<file path="src/rtl/uart_cmd_wrapper_if.sv">
// rtl/uart_cmd_wrapper_if.sv - command/response handshake between the UART wrapper and cmd_proc
interface uart_cmd_wrapper_if;
  logic [15:0] cmd;
  logic        cmd_rdy;
  logic        clr_cmd_rdy;
  logic [7:0]  resp;
  logic        trmt;
  logic        tx_done;

  modport master (input cmd, cmd_rdy, tx_done, output clr_cmd_rdy, resp, trmt);
  modport slave  (output cmd, cmd_rdy, tx_done, input clr_cmd_rdy, resp, trmt);
endinterface

</file>
<file path="src/rtl/uart_cmd_wrapper.sv">
// rtl/uart_cmd_wrapper.sv - 8N1 UART receiver/transmitter with high/low byte pairing into 16-bit commands
module uart_cmd_wrapper #(
  parameter int BAUD_DIV = 5208
) (
  input  logic               clk,
  input  logic               rst_n,
  input  logic               RX,
  output logic               TX,
  uart_cmd_wrapper_if.slave  bus
);

  localparam int             CW   = $clog2(BAUD_DIV + 1);
  localparam logic [CW-1:0]  DIV  = CW'(BAUD_DIV);
  localparam logic [CW-1:0]  HALF = CW'(BAUD_DIV / 2);
  localparam logic [CW-1:0]  ONE  = CW'(1);

  logic          rx_ff1, rx_ff2, rx_prev;
  logic          rx_busy, rx_rdy, rx_ferr;
  logic [CW-1:0] rx_cnt;
  logic [3:0]    rx_idx;
  logic [7:0]    rx_data;
  logic          start_det;

  assign start_det = !rx_busy && rx_prev && !rx_ff2;

  // Sample index 0 is the start bit, 1..8 data, 9 stop.
  always_ff @(posedge clk or negedge rst_n) begin
    if (!rst_n) begin
      rx_ff1  <= 1'b1;
      rx_ff2  <= 1'b1;
      rx_prev <= 1'b1;
      rx_busy <= 1'b0;
      rx_cnt  <= '0;
      rx_idx  <= '0;
      rx_data <= '0;
      rx_rdy  <= 1'b0;
      rx_ferr <= 1'b0;
    end else begin
      rx_ff1  <= RX;
      rx_ff2  <= rx_ff1;
      rx_prev <= rx_ff2;
      rx_rdy  <= 1'b0;
      rx_ferr <= 1'b0;
      if (start_det) begin
        rx_busy <= 1'b1;
        rx_cnt  <= HALF;
        rx_idx  <= '0;
      end else if (rx_busy) begin
        if (rx_cnt == ONE) begin
          rx_cnt <= DIV;
          rx_idx <= rx_idx + 4'd1;
          if (rx_idx == 4'd9) begin
            rx_busy <= 1'b0;
            rx_rdy  <= rx_ff2;
            rx_ferr <= !rx_ff2;
          end else if (rx_idx != 4'd0) begin
            rx_data <= {rx_ff2, rx_data[7:1]};
          end
        end else begin
          rx_cnt <= rx_cnt - ONE;
        end
      end
    end
  end

  typedef enum logic {HIGH, LOW} pair_state_t;
  pair_state_t state, state_nxt;
  logic        load_high, load_cmd;
  logic [7:0]  high_reg;
  logic [15:0] cmd_q;
  logic        cmd_rdy_q;

  always_ff @(posedge clk or negedge rst_n) begin
    if (!rst_n) state <= HIGH;
    else        state <= state_nxt;
  end

  always_comb begin
    state_nxt = state;
    load_high = 1'b0;
    load_cmd  = 1'b0;
    if (rx_ferr) begin
      state_nxt = HIGH;
    end else if (rx_rdy) begin
      case (state)
        HIGH: begin
          load_high = 1'b1;
          state_nxt = LOW;
        end
        LOW: begin
          load_cmd  = 1'b1;
          state_nxt = HIGH;
        end
        default: state_nxt = HIGH;
      endcase
    end
  end

  // A completing pair takes priority over the consumer's clear.
  always_ff @(posedge clk or negedge rst_n) begin
    if (!rst_n) begin
      high_reg  <= '0;
      cmd_q     <= '0;
      cmd_rdy_q <= 1'b0;
    end else begin
      if (load_high) high_reg <= rx_data;
      if (load_cmd)  cmd_q    <= {high_reg, rx_data};
      if (load_cmd)                        cmd_rdy_q <= 1'b1;
      else if (load_high || bus.clr_cmd_rdy) cmd_rdy_q <= 1'b0;
    end
  end

  assign bus.cmd     = cmd_q;
  assign bus.cmd_rdy = cmd_rdy_q;

  logic          tx_busy, tx_q, tx_done_q;
  logic [CW-1:0] tx_cnt;
  logic [3:0]    tx_left;
  logic [8:0]    tx_shift;

  // Start bit goes out on the accepting edge; stop bit sits in tx_shift[8].
  always_ff @(posedge clk or negedge rst_n) begin
    if (!rst_n) begin
      tx_busy   <= 1'b0;
      tx_q      <= 1'b1;
      tx_done_q <= 1'b0;
      tx_cnt    <= '0;
      tx_left   <= '0;
      tx_shift  <= '1;
    end else if (bus.trmt && !tx_busy) begin
      tx_busy   <= 1'b1;
      tx_q      <= 1'b0;
      tx_done_q <= 1'b0;
      tx_cnt    <= DIV - ONE;
      tx_left   <= 4'd9;
      tx_shift  <= {1'b1, bus.resp};
    end else if (tx_busy) begin
      if (tx_cnt == '0) begin
        if (tx_left == 4'd0) begin
          tx_busy   <= 1'b0;
          tx_done_q <= 1'b1;
        end else begin
          tx_q     <= tx_shift[0];
          tx_shift <= {1'b1, tx_shift[8:1]};
          tx_left  <= tx_left - 4'd1;
          tx_cnt   <= DIV - ONE;
        end
      end else begin
        tx_cnt <= tx_cnt - ONE;
      end
    end
  end

  assign TX          = tx_q;
  assign bus.tx_done = tx_done_q;

endmodule

</file>
<file path="src/flat_wrapper.sv">
// flat-port wrapper written by rule: the top's interface ports become plain ports
module uart_cmd_wrapper_flat 
#(
  parameter int BAUD_DIV = 5208
)
  (clk, rst_n, RX, TX, bus_cmd, bus_cmd_rdy, bus_tx_done, bus_clr_cmd_rdy, bus_resp, bus_trmt);
  uart_cmd_wrapper_if bus_i ();
  input  logic clk;
  input  logic rst_n;
  input  logic RX;
  output logic TX;
  output wire logic [$bits(bus_i.cmd)-1:0] bus_cmd;
  output wire logic [$bits(bus_i.cmd_rdy)-1:0] bus_cmd_rdy;
  output wire logic [$bits(bus_i.tx_done)-1:0] bus_tx_done;
  input wire logic [$bits(bus_i.clr_cmd_rdy)-1:0] bus_clr_cmd_rdy;
  input wire logic [$bits(bus_i.resp)-1:0] bus_resp;
  input wire logic [$bits(bus_i.trmt)-1:0] bus_trmt;
  assign bus_cmd = bus_i.cmd;
  assign bus_cmd_rdy = bus_i.cmd_rdy;
  assign bus_tx_done = bus_i.tx_done;
  assign bus_i.clr_cmd_rdy = bus_clr_cmd_rdy;
  assign bus_i.resp = bus_resp;
  assign bus_i.trmt = bus_trmt;
  uart_cmd_wrapper #(.BAUD_DIV(BAUD_DIV)) u_core (.clk(clk), .rst_n(rst_n), .RX(RX), .TX(TX), .bus(bus_i));
endmodule
</file>
<file path="config.mk">
export PLATFORM = sky130hd
export DESIGN_NAME = uart_cmd_wrapper_flat
export DESIGN_NICKNAME = d
export VERILOG_FILES = /design/src/rtl/uart_cmd_wrapper_if.sv /design/src/rtl/uart_cmd_wrapper.sv /design/src/flat_wrapper.sv
export SDC_FILE = /design/constraint.sdc
export NUM_CORES = 1
export LEC_CHECK = 0
export CELL_PAD_IN_SITES_DETAIL_PLACEMENT = 0
export CELL_PAD_IN_SITES_GLOBAL_PLACEMENT = 1
export CORE_MARGIN = 1
export CORE_UTILIZATION = 50
export CTS_CLUSTER_SIZE = 10
export DETAILED_ROUTE_END_ITERATION = 8
export DONT_BUFFER_PORTS = 1
export PLACE_DENSITY_LB_ADDON = 0.1
export SLEW_MARGIN = 20
export SYNTH_ARGS = -nofsm -noshare
export SYNTH_HDL_FRONTEND = slang
export SYNTH_SLANG_ARGS = --single-unit
</file>
<file path="constraint.sdc">
create_clock -name clk -period 2.85 [get_ports clk]
set_input_delay 0.57 -clock clk [delete_from_list [all_inputs] [get_ports clk]]
set_output_delay 0.57 -clock clk [all_outputs]
set_load 0.005 [all_outputs]
</file>
; After elaboration in Yosys (flattened, before gate mapping)
; Cells that the tools add are included.
; W data, S select, Z words.
[word_totals]
ff_bits = 86
in_bits = 13
wordCells = 105
[classes]
addsub = 4
n_eq_ne = 4
muxes = 53
n_bitwise = 3
n_reduce_logical = 22
[ops]
columns = cell, count
row1 = $mux W13, 7
row2 = $mux W9, 4
row3 = $mux W1, 34
row4 = $mux W4, 7
row5 = $sub A13 B1 Y13 const B, 2
row6 = $reduce_bool A2 Y1, 7
row7 = $eq A13 B1 Y1 const B, 1
row8 = $logic_not A13 Y1, 1
row9 = $reduce_and A3 Y1, 2
row10 = $reduce_and A5 Y1, 1
row11 = $add A4 B1 Y4 const B, 1
row12 = $eq A4 B4 Y1 const B, 1
row13 = $logic_not A4 Y1, 1
row14 = $reduce_and A2 Y1, 2
row15 = $reduce_bool A4 Y1, 1
row16 = $sub A4 B1 Y4 const B, 1
row17 = $logic_and A1 B1 Y1, 3
row18 = $logic_not A1 Y1, 3
row19 = $ne A3 B2 Y1 const B, 1
row20 = $not A1 Y1, 3
row21 = $ne A2 B1 Y1 const B, 1
row22 = $pmux W1 S2, 1
row23 = $logic_or A1 B1 Y1, 1

; Depth between registers and ports, before layout
; Gate-level depths: netlist of the first run.
[depth]
word_depth = 6
mapped_depth = 8
ltp_nobuf = 6

; Worst setup path before layout of the first run
; No wires, ideal clock.
[synth_timing]
path_kind = reg2reg
from = register u_core.tx_cnt[3]
to = register u_core.tx_cnt[11]
setup_time_ns = 0.079
arrival_ns = 2.116
required_time_ns = 2.771
setup_slack_ns = 0.655
stages_incl_launch_ff = 6
path_buffers = 1
synth_period_minus_slack_ns = 2.195
path_cell_list = dfrtp_1 > or4_4 > or4_1 > buf_2 > or4_1 > a21oi_1
[synth_between]
elab_chain_len = 4
[synth_rtl]
columns = element, line
row1 = start: declaration, uart_cmd_wrapper.sv:117  ; logic [CW-1:0] tx_cnt;
row2 = start signal: assignment, uart_cmd_wrapper.sv:134  ; tx_cnt <= DIV - ONE;
row3 = start signal: assignment, uart_cmd_wrapper.sv:146  ; tx_cnt <= DIV - ONE;
row4 = start signal: assignment, uart_cmd_wrapper.sv:149  ; tx_cnt <= tx_cnt - ONE;
row5 = $sub A13 B1 Y13 / $logic_not A13 Y1 (equally long branches), "uart_cmd_wrapper.sv:149, uart_cmd_wrapper.sv:138"
row6 = $mux W13, uart_cmd_wrapper.sv:138  ; if (tx_cnt == '0) begin
row7 = $mux W13, uart_cmd_wrapper.sv:137  ; end else if (tx_busy) begin
row8 = $mux W13, uart_cmd_wrapper.sv:130  ; end else if (bus.trmt && !tx_busy) begin
; Several ways; a longest one is shown, not always the timed one. The select of a mux whose other input is x is not followed.
; A chain may end at the register's enable or synchronous reset.

; Worst setup path in the final report of the first run
[layout_timing]
from = register u_core.tx_cnt[0]
to = register u_core.tx_shift[7]
[layout_between]
elab_chain_len = 3
[layout_rtl]
columns = element, line
row1 = $logic_not A13 Y1, uart_cmd_wrapper.sv:138
row2 = $reduce_bool A2 Y1 (no line), -
row3 = $reduce_and A3 Y1 (no line), -
row4 = end signal: assignment, uart_cmd_wrapper.sv:136  ; tx_shift <= {1'b1, bus.resp};
row5 = end signal: assignment, uart_cmd_wrapper.sv:144  ; tx_shift <= {1'b1, tx_shift[8:1]};
row6 = end: declaration, uart_cmd_wrapper.sv:119  ; logic [8:0] tx_shift;
; No other way between the ends.

==> results of run 1 <==
## worst max path at each step
stage | startpoint | end | cells past startpoint
finish | u_core.tx_cnt[0] | u_core.tx_shift[7] | 6
global route | u_core.tx_cnt[0] | u_core.tx_shift[7] | 6
CTS | u_core.tx_cnt[0] | u_core.tx_shift[7] | 6
detailed placement | u_core.tx_cnt[0] | u_core.tx_shift[7] | 6
global placement | u_core.tx_cnt[0] | u_core.tx_shift[7] | 6
floorplan | u_core.tx_cnt[3] | u_core.tx_cnt[11] | 5
## cells in the mapped netlist, drive strengths merged (2+ instances only)
cell type | number | area share [%]
a21oi | 15 | 1.9
a31oi | 12 | 1.9
a41oi | 2 | 0.45
buf | 3 | 0.38
clkbuf | 11 | 1.0
dfrtp | 73 | 46
dfstp | 12 | 8.0
ha | 8 | 2.5
inv | 14 | 1.3
mux2 | 34 | 9.7
nand2 | 11 | 1.0
nand2b | 5 | 0.80
nand3 | 23 | 2.9
nand3b | 2 | 0.38
nand4 | 3 | 0.48
nor2 | 22 | 2.1
nor2b | 3 | 0.48
nor3 | 5 | 0.64
nor3b | 5 | 0.95
nor4 | 10 | 1.7
o21ai | 25 | 3.2
o31ai | 8 | 1.5
or2 | 2 | 0.32
or3 | 5 | 0.80
or3b | 3 | 0.67
or4 | 11 | 2.2
xnor2 | 5 | 1.1
## stage by stage
stage / hold slack [ns] / util (%) / cell area (µm²) / setup WS (ns)
after global placement: 0.277 / 55.1 / 4080 / 0.390
after global routing: 0.0127 / 58.2 / 4310 / 0.182
final: 0.0484 / 58.2 / 4310 / 0.300
after CTS: 0.0284 / 58.2 / 4310 / 0.306
after detailed placement: 0.277 / 55.1 / 4080 / 0.336
after floorplan: 0.274 / - / 3930 / 0.655
## placed cells by master (no fill, tap or decap), types with 8 or more instances in the layout
| master | count |
|---|---|
| o21ai_0 | 25 |
| mux2_2 | 34 |
| buf_4 | 10 |
| o31ai_1 | 8 |
| dfstp_2 | 12 |
| nor4_1 | 8 |
| nor2_1 | 22 |
| dfrtp_1 | 73 |
| ha_1 | 8 |
| nand2_1 | 11 |
| a31oi_1 | 12 |
| inv_1 | 14 |
| clkbuf_8 | 9 |
| or4_1 | 10 |
| a21oi_1 | 15 |
| nand3_1 | 23 |
## power by group
group	leakage, nW	switching (W)	total, W	internal, W
registers	1.08	0.000225	0.00164	0.00141
clock network	0.103	0.000459	0.000878	0.000419
logic	0.719	0.000294	0.000577	0.000283
total	1.90	0.000978	0.00309	0.00212
## layout make-up
class,count,area (µm²)
fill,624,3100
sequential,85,2140
multi-input combinational,240,1680
clock buffer,9,124
tap,99,124
timing repair buffer,11,103
clock inverter,7,80.1
inverter,15,56.3
## critical path: cells and delay by family, from the launching register on
family                     cells  cell delay (ns)
and+or+nand+nor                2             1.09
AOI/OAI and AO/OA              2             0.74
DFF                            1             0.41
adders and majority gates      1             0.18
buffers and inverters          1             0.09
## per-layer routing
metal  wire (µm)  share of wire (%)
met1        3760                 49
met2        3510                 46
met3         332                4.3
met4          51               0.67
met5           0                  0
## cells by family after synthesis
kind of cell	count (synthesis)	synth area share, %
buf+inv	29	2.86
simple gates	117	17.1
mux	35	9.99
compound gates	74	11.7
flops	85	54.5
fa+ha+maj	8	2.55
xor+xnor	6	1.34
==> impl_metrics.toml, run 1 <==
[setup_path]
reg2reg_to = "u_core.tx_shift[7]"
r2r-start = "u_core.tx_cnt[0]"
crit_slowest_cell = "or4_1"
r2r_slack_ns = 0.30
r2r_cells = 6
cp_data_required_time_ns = 3.15
crit_type = "flop to flop"
crit_path_start_kind = "flop"
cp_cell_sequence = "inv_1, ha_1, or3b_2, or4_1, o21ai_0, o22a_1"
critPathCaptureType = "flop"
crit_fanout = 9
critical_path.max_stage_delay_ns = 0.59
crit_arrival_ns = 2.85

[layout]
final_cells = 466
largest_register_ffs = 16
final_nets = 383
area_delta_synth_final_pct = 9.67
drive_above_1_share_pct = 22.6
num_antenna_cells = 0

[clock_tree]
ctsHoldBuffers = 1
cts_buffer_depth = 2
clk_pin_slew_worst_paths_ns = 0.09
insertion_delay_ns = 0.35
h-tree-depth = 3
cts_setup_buffers = 0
cts-root-buf = "clkbuf_8"
cts.sinks = 85
cts_tree = "built"
cts_resized = 0
cts-buffers-inserted = 9

[power]
fin_total_pwr_w = 0.00309
powerDensity_nw_per_um2 = 717
irDropWorstVdd_v = 0.000362
p_leak_nw = 1.90

[synth]
async_flop_share_pct = 100
yosys_warnings = 0
syn_nets = 375
ys_types = 51
synth_edf_count = 0
synth_area_um2 = 3930
ys_ff_latch = 85
postSynthCellCount = 354
synth_ff_type = "dfrtp_1"
yosysSeqAreaShare_pct = 54.5
syn-mean-instance-area_um2 = 11.1

[routing]
avgRoutedWirePerCell_um = 16.4
drtAntennaViolNets = 0
vias_per_cell = 5.93
drt_wl_total_mm = 7.65
vias = 2763
drc = 0
initialDrtViolationCount = 121
first_pass_iters = 4

[die]
die_h_um = 90.7
die-width_um = 90.7
coreArea_um2 = 7410
floorplan.initialDensity_pct = 53.1
die-area_um2 = 8220
ios = 32
rows = 31

[global_routing]
grt_pass1_vias = 2724
gr-usage-met1_pct = 29.6
track_usage_pct = 20.3
met2_usage_pct = 30.1
antenna_found_initial = 0
overflow = 0
busiest_layer = "met2"
grt_pass1_wl_mm = 13.3
use_met3_pct = 4.88
grt_max_degree = 74

[timing]
finalHoldViolations = 0
finalMaxSlewViolations = 0
rsz0062_at_grt = "false"
setup_tns_ns = 0
period_minus_slack_ns = 2.55
relSlewSlack_pct = 48.9
fin_crit_sh_pct = 89.5
max_freq_mhz = 392
setup_violations = 0
finClkSkew_ns = 0.0130
tightestPinTransition_ns = 0.761

[place]
gp_congestion = 0.885
dp_hpwl_mm = 4.96
place_inst = 449
io_buffers = 0

[worst_hold_path]
hold_class = "input pin to async pin"

[status]
status = "completed"

[job]
drv_cap = 0
No activity file was read; power rests on OpenSTA's default activity.
==> run 2: changes to the inputs <==
--- a/config.mk
+++ b/config.mk
@@ -12,6 +12,7 @@
 export CTS_CLUSTER_SIZE = 10
 export DETAILED_ROUTE_END_ITERATION = 8
 export DONT_BUFFER_PORTS = 1
+export MAX_ROUTING_LAYER = met4
 export PLACE_DENSITY_LB_ADDON = 0.1
 export SLEW_MARGIN = 20
 export SYNTH_ARGS = -nofsm -noshare
==> run 2 against run 1 <==
Sequential power about the same. Via count down 0.98%. Routed wire length down 3.3%. Critical path depth unchanged. Power down 1.3%. Clock power down 4.4%. Global-route usage about the same. Largest power group unchanged. Highest routed layer unchanged. Utilization down 0.19 points. Non-clock buffer count down 1. Setup slack worse by 0.011 ns.
==> impl_metrics.toml, run 2 (synthesized netlist as in run 1, its figures left out) <==
[status]
status = "completed"

[timing]
tightestPinTransition_ns = 0.786
setup_violations = 0
finalHoldViolations = 0
fin_crit_sh_pct = 89.9
max_freq_mhz = 390
period_minus_slack_ns = 2.56
setup_tns_ns = 0
finalMaxSlewViolations = 0
rsz0062_at_grt = "false"
relSlewSlack_pct = 47.5
finClkSkew_ns = 0.0193

[global_routing]
track_usage_pct = 20.4
grt_pass1_wl_mm = 13.0
antenna_found_initial = 0
overflow = 0
grt_max_degree = 74
grt_pass1_vias = 2602

[place]
place_inst = 448
dp_hpwl_mm = 4.84
place_area_um2 = 4070
gp_congestion = 0.898
io_buffers = 0

[setup_path]
crit_arrival_ns = 2.86
r2r-start = "u_core.tx_cnt[0]"
cp_data_required_time_ns = 3.15
crit_fanout = 9
reg2reg_to = "u_core.tx_shift[7]"
crit_path_start_kind = "flop"
r2r_cells = 6
r2r_slack_ns = 0.29
crit_type = "flop to flop"
critPathCaptureType = "flop"

[power]
powerDensity_nw_per_um2 = 710
irDropWorstVdd_v = 0.000380
fin_total_pwr_w = 0.00305
p_leak_nw = 1.89

[die]
ios = 32
rows = 31
die_h_um = 90.7
floorplan.initialDensity_pct = 53.1
coreArea_um2 = 7410
die-area_um2 = 8220
die-width_um = 90.7

[routing]
drc = 0
vias_per_cell = 5.88
initialDrtViolationCount = 139
drt_wl_total_mm = 7.40
drtAntennaViolNets = 0
vias = 2736
first_pass_iters = 5
avgRoutedWirePerCell_um = 15.9

[layout]
final_common_cell = "dfrtp_1"
largest_register_ffs = 16
fill_cells = 611
final_cells = 465
most-common-layout-cells = "dfrtp_1, mux2_2, o21ai_0"
post-route-util_pct = 58.0
drive_above_1_share_pct = 22.4
area_delta_synth_final_pct = 9.32
num_antenna_cells = 0
final_nets = 382
stdcell_area_um2 = 4300

[clock_tree]
cts-buffers-inserted = 9
insertion_delay_ns = 0.36
clk_pin_slew_worst_paths_ns = 0.10
cts_resized = 0
cts.sinks = 85
cts_tree = "built"
cts-root-buf = "clkbuf_8"
cts_buffer_depth = 2
h-tree-depth = 3

[worst_hold_path]
hold_class = "input pin to async pin"

[job]
drv_cap = 0
run 2: critical path, cell delays in order (launching register included):
cell and delay, ns:
dfrtp_1 0.41, inv_1 0.09, ha_1 0.18, or3b_2 0.50, or4_1 0.59, o21ai_0 0.50, o22a_1 0.23
run 2: metal layers:
| layer | wire length, µm | track usage [%] | part of all wire, % |
|---|---|---|---|
| met1 | 3870 | 29.9 | 52 |
| met2 | 3160 | 27.8 | 43 |
| met3 | 268 | 4.21 | 3.6 |
| met4 | 105 | 7.26 | 1.4 |
| met5 | 0 | - | 0 |
run 2: worst max-delay path by stage:
stage	start	end	slack [ns]	depth (start not counted)
CTS	u_core.tx_cnt[0]	u_core.tx_shift[7]	0.29	6
finish	u_core.tx_cnt[0]	u_core.tx_shift[7]	0.29	6
global route	u_core.tx_cnt[0]	u_core.tx_shift[7]	0.1	6
global placement	u_core.tx_cnt[0]	u_core.tx_shift[7]	0.43	6
detailed placement	u_core.tx_cnt[0]	u_core.tx_shift[7]	0.32	6
floorplan	u_core.tx_cnt[3]	u_core.tx_cnt[11]	0.66	5
run 2: metrics by stage:
stage	hold WS [ns]	setup WS (ns)
floorplan	0.274	0.655
global placement	0.277	0.432
detailed placement	0.277	0.323
CTS	0.0213	0.294
global route	0.00942	0.0981
finish	0.0368	0.288
run 2: cell type report:
type,count,area [µm²],share of cell area [%]
timing repair buffer,10,95.1,2.21
clock inverter,7,73.8,1.72
clock buffer,9,124,2.88
sequential,85,2140,49.8
inverter,15,56.3,1.31
tap,99,124,2.88
multi-input combinational,240,1680,39.2
run 2: timing repair:
| action | CTS | global route |
|---|---|---|
| setup buffers | 0 | 0 |
| hold buffers | 1 | 0 |
| endpoints found under the hold margin | 73 | 0 |
run 2: power by group:
group          switching [W]  internal, W  total [W]
registers           0.000224      0.00141    0.00164
logic               0.000293     0.000283   0.000575
clock network       0.000492     0.000347   0.000839
total                0.00101      0.00204    0.00305
